$ cat config.mk
export PLATFORM = sky130hd
export DESIGN_NAME = mem_arbiter
export DESIGN_NICKNAME = d
export VERILOG_FILES = /design/src/rtl/mem_arbiter.sv
export SDC_FILE = /design/constraint.sdc
export NUM_CORES = 1
export LEC_CHECK = 0
export CAP_MARGIN = 15
export CORE_UTILIZATION = 42
export CTS_BUF_LIST = sky130_fd_sc_hd__clkbuf_16
export CTS_CLUSTER_SIZE = 28
export DETAILED_ROUTE_END_ITERATION = 6
export DONT_BUFFER_PORTS = 1
export PLACE_DENSITY = 0.55
export SLEW_MARGIN = 20
export SYNTH_ARGS = -nofsm -noshare
export SYNTH_HDL_FRONTEND = slang
export SYNTH_SLANG_ARGS = --single-unit
$ cat constraint.sdc
create_clock -name clk -period 3 [get_ports clk]
set_input_delay 0.15 -clock clk [delete_from_list [all_inputs] [get_ports clk]]
set_output_delay 0.15 -clock clk [all_outputs]
set_load 0.01 [all_outputs]
$ cat src/rtl/mem_arbiter.sv
// Two-requester arbiter sharing one memory port between instruction fetch and load/store.
// Data side has priority; a one-cycle completion mask alternates held requests; stuck transactions time out.
module mem_arbiter #(
    parameter int AW      = 32,
    parameter int DW      = 32,
    parameter int TIMEOUT = 255
) (
    input  logic          clk,
    input  logic          reset,
    input  logic          ireq,
    input  logic [AW-1:0] iaddr,
    output logic [DW-1:0] irdata,
    output logic          iready,
    input  logic          dreq,
    input  logic          dwe,
    input  logic [AW-1:0] daddr,
    input  logic [DW-1:0] dwdata,
    output logic [DW-1:0] drdata,
    output logic          dready,
    output logic          err,
    output logic [1:0]    owner,
    output logic          memreq,
    output logic          memwe,
    output logic [AW-1:0] memaddr,
    output logic [DW-1:0] memwdata,
    input  logic [DW-1:0] memrdata,
    input  logic          memack
);

    localparam int CW = (TIMEOUT < 2) ? 1 : $clog2(TIMEOUT + 1);
    localparam int CNT_LAST_I = (TIMEOUT == 0) ? 0 : TIMEOUT - 1;
    localparam logic [CW-1:0] CNT_LAST = CW'(CNT_LAST_I);
    localparam logic [CW-1:0] CNT_ONE  = CW'(1);
    localparam logic          TO_EN    = (TIMEOUT != 0);

    // Encoding doubles as the owner code driven on the owner output.
    typedef enum logic [1:0] {
        S_IDLE  = 2'b00,
        S_IBUSY = 2'b01,
        S_DBUSY = 2'b10
    } state_t;

    state_t          r_state;
    state_t          w_next_state;
    logic            w_dreq_m;
    logic            w_ireq_m;
    logic            w_grant_d;
    logic            w_grant_i;
    logic            w_done;
    logic            w_timeout;
    logic            w_busy;

    logic [CW-1:0]   r_cnt;
    logic [AW-1:0]   r_addr;
    logic [DW-1:0]   r_wdata;
    logic [DW-1:0]   r_irdata;
    logic [DW-1:0]   r_drdata;
    logic            r_memreq;
    logic            r_memwe;
    logic            r_iready;
    logic            r_dready;
    logic            r_err;

    // A requester whose ready is high this cycle is treated as idle.
    assign w_dreq_m = dreq & ~r_dready;
    assign w_ireq_m = ireq & ~r_iready;
    assign w_busy   = (r_state != S_IDLE);

    // Next-state, grant and completion decode.
    always_comb begin
        w_next_state = r_state;
        w_grant_d    = 1'b0;
        w_grant_i    = 1'b0;
        w_done       = 1'b0;
        w_timeout    = 1'b0;
        case (r_state)
            S_IDLE: begin
                if (w_dreq_m) begin
                    w_grant_d    = 1'b1;
                    w_next_state = S_DBUSY;
                end else if (w_ireq_m) begin
                    w_grant_i    = 1'b1;
                    w_next_state = S_IBUSY;
                end else begin
                    w_next_state = S_IDLE;
                end
            end
            S_IBUSY, S_DBUSY: begin
                if (memack) begin
                    w_done       = 1'b1;
                    w_next_state = S_IDLE;
                end else if (TO_EN && (r_cnt == CNT_LAST)) begin
                    w_timeout    = 1'b1;
                    w_next_state = S_IDLE;
                end else begin
                    w_next_state = r_state;
                end
            end
            default: begin
                w_next_state = S_IDLE;
            end
        endcase
    end

    // State register.
    always_ff @(posedge clk) begin
        if (reset) begin
            r_state <= S_IDLE;
        end else begin
            r_state <= w_next_state;
        end
    end

    // Latched request fields and memory-side control outputs.
    always_ff @(posedge clk) begin
        if (reset) begin
            r_addr   <= {AW{1'b0}};
            r_wdata  <= {DW{1'b0}};
            r_memreq <= 1'b0;
            r_memwe  <= 1'b0;
        end else begin
            r_memreq <= (w_next_state != S_IDLE);
            if (w_grant_d) begin
                r_addr  <= daddr;
                r_wdata <= dwdata;
                r_memwe <= dwe;
            end else if (w_grant_i) begin
                r_addr  <= iaddr;
                r_memwe <= 1'b0;
            end else if (w_next_state == S_IDLE) begin
                r_memwe <= 1'b0;
            end else begin
                r_memwe <= r_memwe;
            end
        end
    end

    // Wait counter: zeroed on grant, counts BUSY cycles without memack.
    always_ff @(posedge clk) begin
        if (reset) begin
            r_cnt <= {CW{1'b0}};
        end else if (w_grant_d || w_grant_i) begin
            r_cnt <= {CW{1'b0}};
        end else if (w_busy && !memack) begin
            r_cnt <= r_cnt + CNT_ONE;
        end else begin
            r_cnt <= r_cnt;
        end
    end

    // Read data capture; a store or an aborted transaction leaves it untouched.
    always_ff @(posedge clk) begin
        if (reset) begin
            r_irdata <= {DW{1'b0}};
            r_drdata <= {DW{1'b0}};
        end else begin
            if ((r_state == S_IBUSY) && memack) begin
                r_irdata <= memrdata;
            end
            if ((r_state == S_DBUSY) && memack && !r_memwe) begin
                r_drdata <= memrdata;
            end
        end
    end

    // One-cycle completion pulses.
    always_ff @(posedge clk) begin
        if (reset) begin
            r_iready <= 1'b0;
            r_dready <= 1'b0;
            r_err    <= 1'b0;
        end else begin
            r_iready <= (r_state == S_IBUSY) && (w_done || w_timeout);
            r_dready <= (r_state == S_DBUSY) && (w_done || w_timeout);
            r_err    <= w_timeout;
        end
    end

    assign owner    = r_state;
    assign memreq   = r_memreq;
    assign memwe    = r_memwe;
    assign memaddr  = r_addr;
    assign memwdata = r_wdata;
    assign irdata   = r_irdata;
    assign drdata   = r_drdata;
    assign iready   = r_iready;
    assign dready   = r_dready;
    assign err      = r_err;

endmodule

==> impl_metrics.json, run 1 <==
{
  "fin_crit_sh": 0.877,
  "syn_area_um2": 5530,
  "slew_headroom": 0.552,
  "ir_drop_uv": 301,
  "outcome": "finished, final reports clean",
  "worstSetupStartpointType": "flop",
  "pre_cts_ws_ns": 0.929,
  "synth_commonest_cells": "nand2_1 (262), dfxtp_1 (143), a21oi_1 (98), nor2_1 (44), a311oi_1 (20)",
  "gr-total-overflow": 0,
  "antenna_found_initial": 0,
  "clkLatencyLatePin_ns": 0.41,
  "synth-seq-cells": 143,
  "synthSimpleGateAreaFrac": 0.237,
  "final_nets": 921,
  "synth_compound_area_frac": 0.165,
  "io_pins": 269,
  "grt_use_total": 0.214,
  "hpwl_um": 9540,
  "tritoncts": "done",
  "synthMuxAreaShare": 0,
  "hold_violations": 0,
  "grt_max_degree": 131,
  "die-area_um2": 13600,
  "p_per_area_nw_per_um2": 633,
  "yosysTopAreaCell": "dfxtp_1",
  "drc_errors": 0,
  "synth_xor_area_frac": 0.0111,
  "cts_buffer_depth": 2,
  "drtIter0Drc": 337,
  "root_buffer": "clkbuf_16",
  "synth_cells": 677,
  "tns_ns": 0,
  "report.power.total_uw": 4680,
  "drv_slew": 0,
  "via_per_inst": 5.17,
  "hold_buffers": 130,
  "drt-pass1-iter-count": 4,
  "gp_routability_congestion": 0.803,
  "area_growth_pct": 34.0,
  "grt_pass1_vias": 4541,
  "htreeDepth": 4,
  "core_area_um2": 12700,
  "cts_resized": 0,
  "ant_nets": 0,
  "wl_per_cell_um": 15.9,
  "crit_path_start": "owner[1]",
  "grt_pass1_wl_um": 22500,
  "ys_top_cells_by_area": "dfxtp_1 (52%), nand2_1 (18%), a21oi_1 (8.9%)",
  "hold_slack_ns": 0.0250,
  "synth-seq-area-share": 0.518,
  "crit_required_ns": 3.35,
  "clock_sinks": 143,
  "start_util": 0.434,
  "synth_top_family_by_area": "simple AND/OR/NAND/NOR gates",
  "worstSetupPathType": "reg2reg",
  "yosysTopAreaCellShare": 0.518,
  "synth_ff_type": "dfxtp_1",
  "port-buffer-count": 0,
  "die_height_um": 117,
  "synth_fp_nets": 817,
  "setup_ws_ns": 0.370,
  "fin_skew_ns": 0.00395,
  "cts_setup_buffers": 0,
  "yosys_warnings": 0,
  "maxCapViolCount": 0,
  "avgSynthCellArea_um2": 8.16,
  "drive_gt1_frac": 0.0680,
  "synth-adder-area-share": 0.0136,
  "path_clk_slew_ns": 0.06,
  "ys_types": 35,
  "synth.most_common_cell": "nand2_1",
  "fp.dieW_um": 117,
  "cts_inserted_buffers": 17,
  "critical_path_arrival_ns": 2.98,
  "worst_slew_pin_slew_ns": 0.672,
  "num_rows": 41,
  "synth_edf_count": 0,
  "routed_wl_um": 15400,
  "rsz0062_at_grt": "false",
  "async_flop_share": 0,
  "hold_path.class": "in2reg",
  "p_leak_uw": 0.00281,
  "period_needed_ns": 2.63,
  "cp-end-kind": "flop",
  "setup_violations": 0,
  "hold_start": "memack",
  "filler_cell_count": 1109,
  "diodes": 0,
  "r2r-start": "owner[1]",
  "vias": 4990,
  "timing.fmax_mhz": 380,
  "cp_max_fo": 33
}
[cell type report]
type                    count  area, µm²  share of cell area
inverters                   5       18.8             0.00253
multi-input cells         478       2360               0.319
clock buffers              17        425              0.0575
repair buffers            136       1390               0.188
well taps                 172        215              0.0291
clock inverters            15        131              0.0177
flip-flops and latches    143       2860               0.387
[cells by family (layout without fill, tap and decap cells)]
group,after synthesis,count (layout)
and+or+nand+nor,328,328
DFF,143,143
AOI/OAI and AO/OA,137,137
buffers and inverters,56,173
xor gates and xnor gates,7,7
adders and majority gates,6,6
[registers in the layout, summed over array words and instances, names as in the netlist]
| name | cells |
|---|---|
| memwdata | 32 |
| memaddr | 32 |
| memreq | 1 |
| dready | 1 |
| err | 1 |
| iready | 1 |
| owner | 2 |
| r_cnt | 8 |
| memwe | 1 |
| drdata | 32 |
| irdata | 32 |
[layout by cell type, fill, tap and decap left out, types with 2 or more instances in the layout]
master           n
a21oi_1         98
a311oi_1        20
a311oi_2        13
a31oi_1          2
and2_1           4
buf_12           2
buf_4            4
bufinv_16        2
clkbuf_16       17
clkinv_1         2
clkinv_2         4
clkinv_4         2
clkinvlp_4       2
dfxtp_1        143
dlygate4sd3_1  129
ha_1             6
inv_1            8
nand2_1        262
nand2b_1         2
nand4_1          3
nor2_1          43
nor3_1           2
xor2_1           6
[per-stage QoR]
stage	instances	instance area [µm²]	utilization
CTS	966	7400	0.582
floorplan	677	5530	-
global placement	804	5530	0.435
global route	966	7400	0.582
finish	966	7400	0.582
detailed placement	804	5530	0.435
[critical path: stages, from the launching register on]
cell           delay [ns]
dfxtp_1              0.38
inv_1                0.12
ha_1                 0.27
o21a_2               0.60
buf_12               0.28
nor2_1               0.08
a311oi_2             0.23
dlygate4sd3_1        0.59
[worst paths after layout]
path | slack (ns) | cells after the start | to
setup / recovery | 0.37 | 7 | memaddr[26]
hold / removal | 0.03 | 3 | r_cnt[1]
hold reg to reg | 0.50 | 2 | memwdata[3]
setup reg to reg | 0.37 | 7 | memaddr[26]
[power by group]
| part | total [µW] | switching [µW] | leakage [µW] | internal [µW] |
|---|---|---|---|---|
| registers | 2140 | 133 | 0.00117 | 2010 |
| logic | 562 | 287 | 0.00136 | 275 |
| clock network | 1980 | 776 | 0.000281 | 1200 |
[metal layers]
| metal | global-route usage | share of wire |
|---|---|---|
| met5 | 0 | 0 |
| met4 | 0.105 | 0.026 |
| met3 | 0.0841 | 0.090 |
| met2 | 0.366 | 0.49 |
| met1 | 0.231 | 0.40 |
Power figures use the tool's default switching activity.
==> run 2: changes to the inputs <==
- PLACE_DENSITY: 0.55 -> 0.67
==> impl_metrics.json, run 2 (same netlist as run 1, synthesis figures left out) <==
{
  "swShare": 0.251,
  "hold_start": "memack",
  "r2r_setup_slack_ns": 0.41,
  "wl_per_cell_um": 16.6,
  "cp-end-kind": "flop",
  "path_cells": "inv_1, ha_1, nand3b_1, buf_12, nand2_1, a311oi_2, dlygate4sd3_1",
  "cpLargestDelayFamily": "buffers and inverters",
  "worstSetupPathType": "reg2reg",
  "fp.dieW_um": 117,
  "fin_skew_ns": 0.00693,
  "grt.busiest_layer": "met2",
  "rsz0062_at_grt": "false",
  "ant_nets": 0,
  "p_per_area_nw_per_um2": 643,
  "timing.fmax_mhz": 387,
  "cts_setup_buffers": 0,
  "fin_crit_sh": 0.862,
  "routed_wl_um": 16100,
  "crit_path_start": "owner[0]",
  "hold_violations": 0,
  "grt_pass1_wl_um": 23800,
  "layout_common_cells": "nand2_1 (262), dfxtp_1 (143), dlygate4sd3_1 (129)",
  "ir_drop_uv": 333,
  "tritoncts": "done",
  "die_height_um": 117,
  "drt-pass1-iter-count": 4,
  "grt_pass1_vias": 4978,
  "maxCapViolCount": 0,
  "switching_power_uw": 1190,
  "gr-total-overflow": 0,
  "die-area_um2": 13600,
  "clkLatencyLatePin_ns": 0.41,
  "r2r_cells": 7,
  "cp_max_fo": 58,
  "grt_use_total": 0.227,
  "critical_path_buf_inv_count": 3,
  "power.share.clock": 0.431,
  "setup_violations": 0,
  "vias": 5073,
  "crit_required_ns": 3.34,
  "worst_slew_pin_slew_ns": 0.673,
  "max_stage_delay_ns": 0.61,
  "cts_buffer_depth": 2,
  "combinationalPowerShare": 0.118,
  "final_nets": 920,
  "gp_routability_congestion": 0.808,
  "hold_end": "r_cnt[1]",
  "seqPwrFrac": 0.451,
  "filler_cell_count": 1064,
  "report.power.total_uw": 4760,
  "worstSetupStartpointType": "flop",
  "r2r-start": "owner[0]",
  "hold_path.class": "in2reg",
  "io_pins": 269,
  "num_rows": 41,
  "p_leak_uw": 0.00281,
  "start_util": 0.434,
  "holdPathStages": 3,
  "path_clk_slew_ns": 0.06,
  "port-buffer-count": 0,
  "critical_path_arrival_ns": 2.93,
  "root_buffer": "clkbuf_16",
  "grt_max_degree": 130,
  "area_growth_pct": 34.1,
  "cts_inserted_buffers": 17,
  "htreeDepth": 4,
  "antenna_found_initial": 1,
  "via_per_inst": 5.26,
  "drtIter0Drc": 383,
  "outcome": "finished, final reports clean",
  "core_area_um2": 12700,
  "period_needed_ns": 2.59,
  "crit_slowest_cell": "dlygate4sd3_1",
  "p_int_uw": 3570,
  "met1_usage": 0.233,
  "drive_gt1_frac": 0.0669,
  "hpwl_um": 9670,
  "drv_slew": 0,
  "slew_headroom": 0.551,
  "clock_sinks": 143,
  "final_common_cell": "nand2_1",
  "drc_errors": 0,
  "grt.met3_usage": 0.0804,
  "grtUsageMet2": 0.400,
  "reg2reg_to": "memaddr[26]",
  "tns_ns": 0
}
==> run 2: cell count changes in the layout (fill, tap and decap cells not counted), sizes merged <==
cell / delta
buf: -1
bufinv: +1
clkinv: -2
diode: +1
==> run 2: power groups by stage <==
stage | Clock [µW] | Combinational [µW] | Sequential, µW
after floorplan | 0 | 334 | 2160
after global placement | 0 | 317 | 2180
after detailed placement | 0 | 335 | 2190
after CTS | 2090 | 546 | 2150
after global routing | 2190 | 618 | 2160
final | 2050 | 561 | 2150
==> run 2: worst max path at each step <==
stage | end | slack [ns] | cells after the start
2_1_floorplan | memaddr[18] | 1.44 | 6
3_3_place_gp | memwe | 1.04 | 7
3_5_place_dp | memwe | 0.95 | 7
4_1_cts | memaddr[29] | 0.43 | 7
5_1_grt | memaddr[15] | 0.26 | 7
6_report | memaddr[26] | 0.41 | 7
==> run 2: worst reg2reg max path, cell delays in order (launching register included) <==
cell and delay [ns]:
dfxtp_1 0.45, inv_1 0.11, ha_1 0.29, nand3b_1 0.37, buf_12 0.30, nand2_1 0.15
a311oi_2 0.25, dlygate4sd3_1 0.61
==> run 2: through the flow <==
step | std cells | hold WS (ns) | setup slack, ns | utilization | area (µm²)
2_1_floorplan | 677 | 0.228 | 1.44 | - | 5530
4_1_cts | 964 | 0.0132 | 0.426 | 0.582 | 7410
3_5_place_dp | 803 | 0.229 | 0.952 | 0.433 | 5510
3_3_place_gp | 803 | 0.228 | 1.04 | 0.433 | 5510
6_report | 965 | 0.0281 | 0.413 | 0.582 | 7410
5_1_grt | 965 | 0.0355 | 0.257 | 0.582 | 7410
==> run 2: area by class of cell <==
cell class              instances  area, µm²  area share
flip-flops and latches        143       2860       0.386
multi-input cells             478       2360       0.319
inverters                       5       18.8     0.00253
well taps                     172        215      0.0290
clock buffers                  17        425      0.0574
diodes                          1       2.50    0.000338
clock inverters                14        151      0.0204
repair buffers                135       1370       0.185
==> run 2: what timing repair did <==
| item | in CTS | in global routing |
|---|---|---|
| hold endpoints to repair | 129 | 0 |
| hold buffers | 130 | 0 |
| gates resized for setup | 0 | 0 |
==> run 2: metal layers <==
metal / vias up / wire (µm)
met5: - / 0
met4: 0 / 498
met3: 41 / 1330
met2: 232 / 8250
met1: 2365 / 5970
li1: 2435 / -
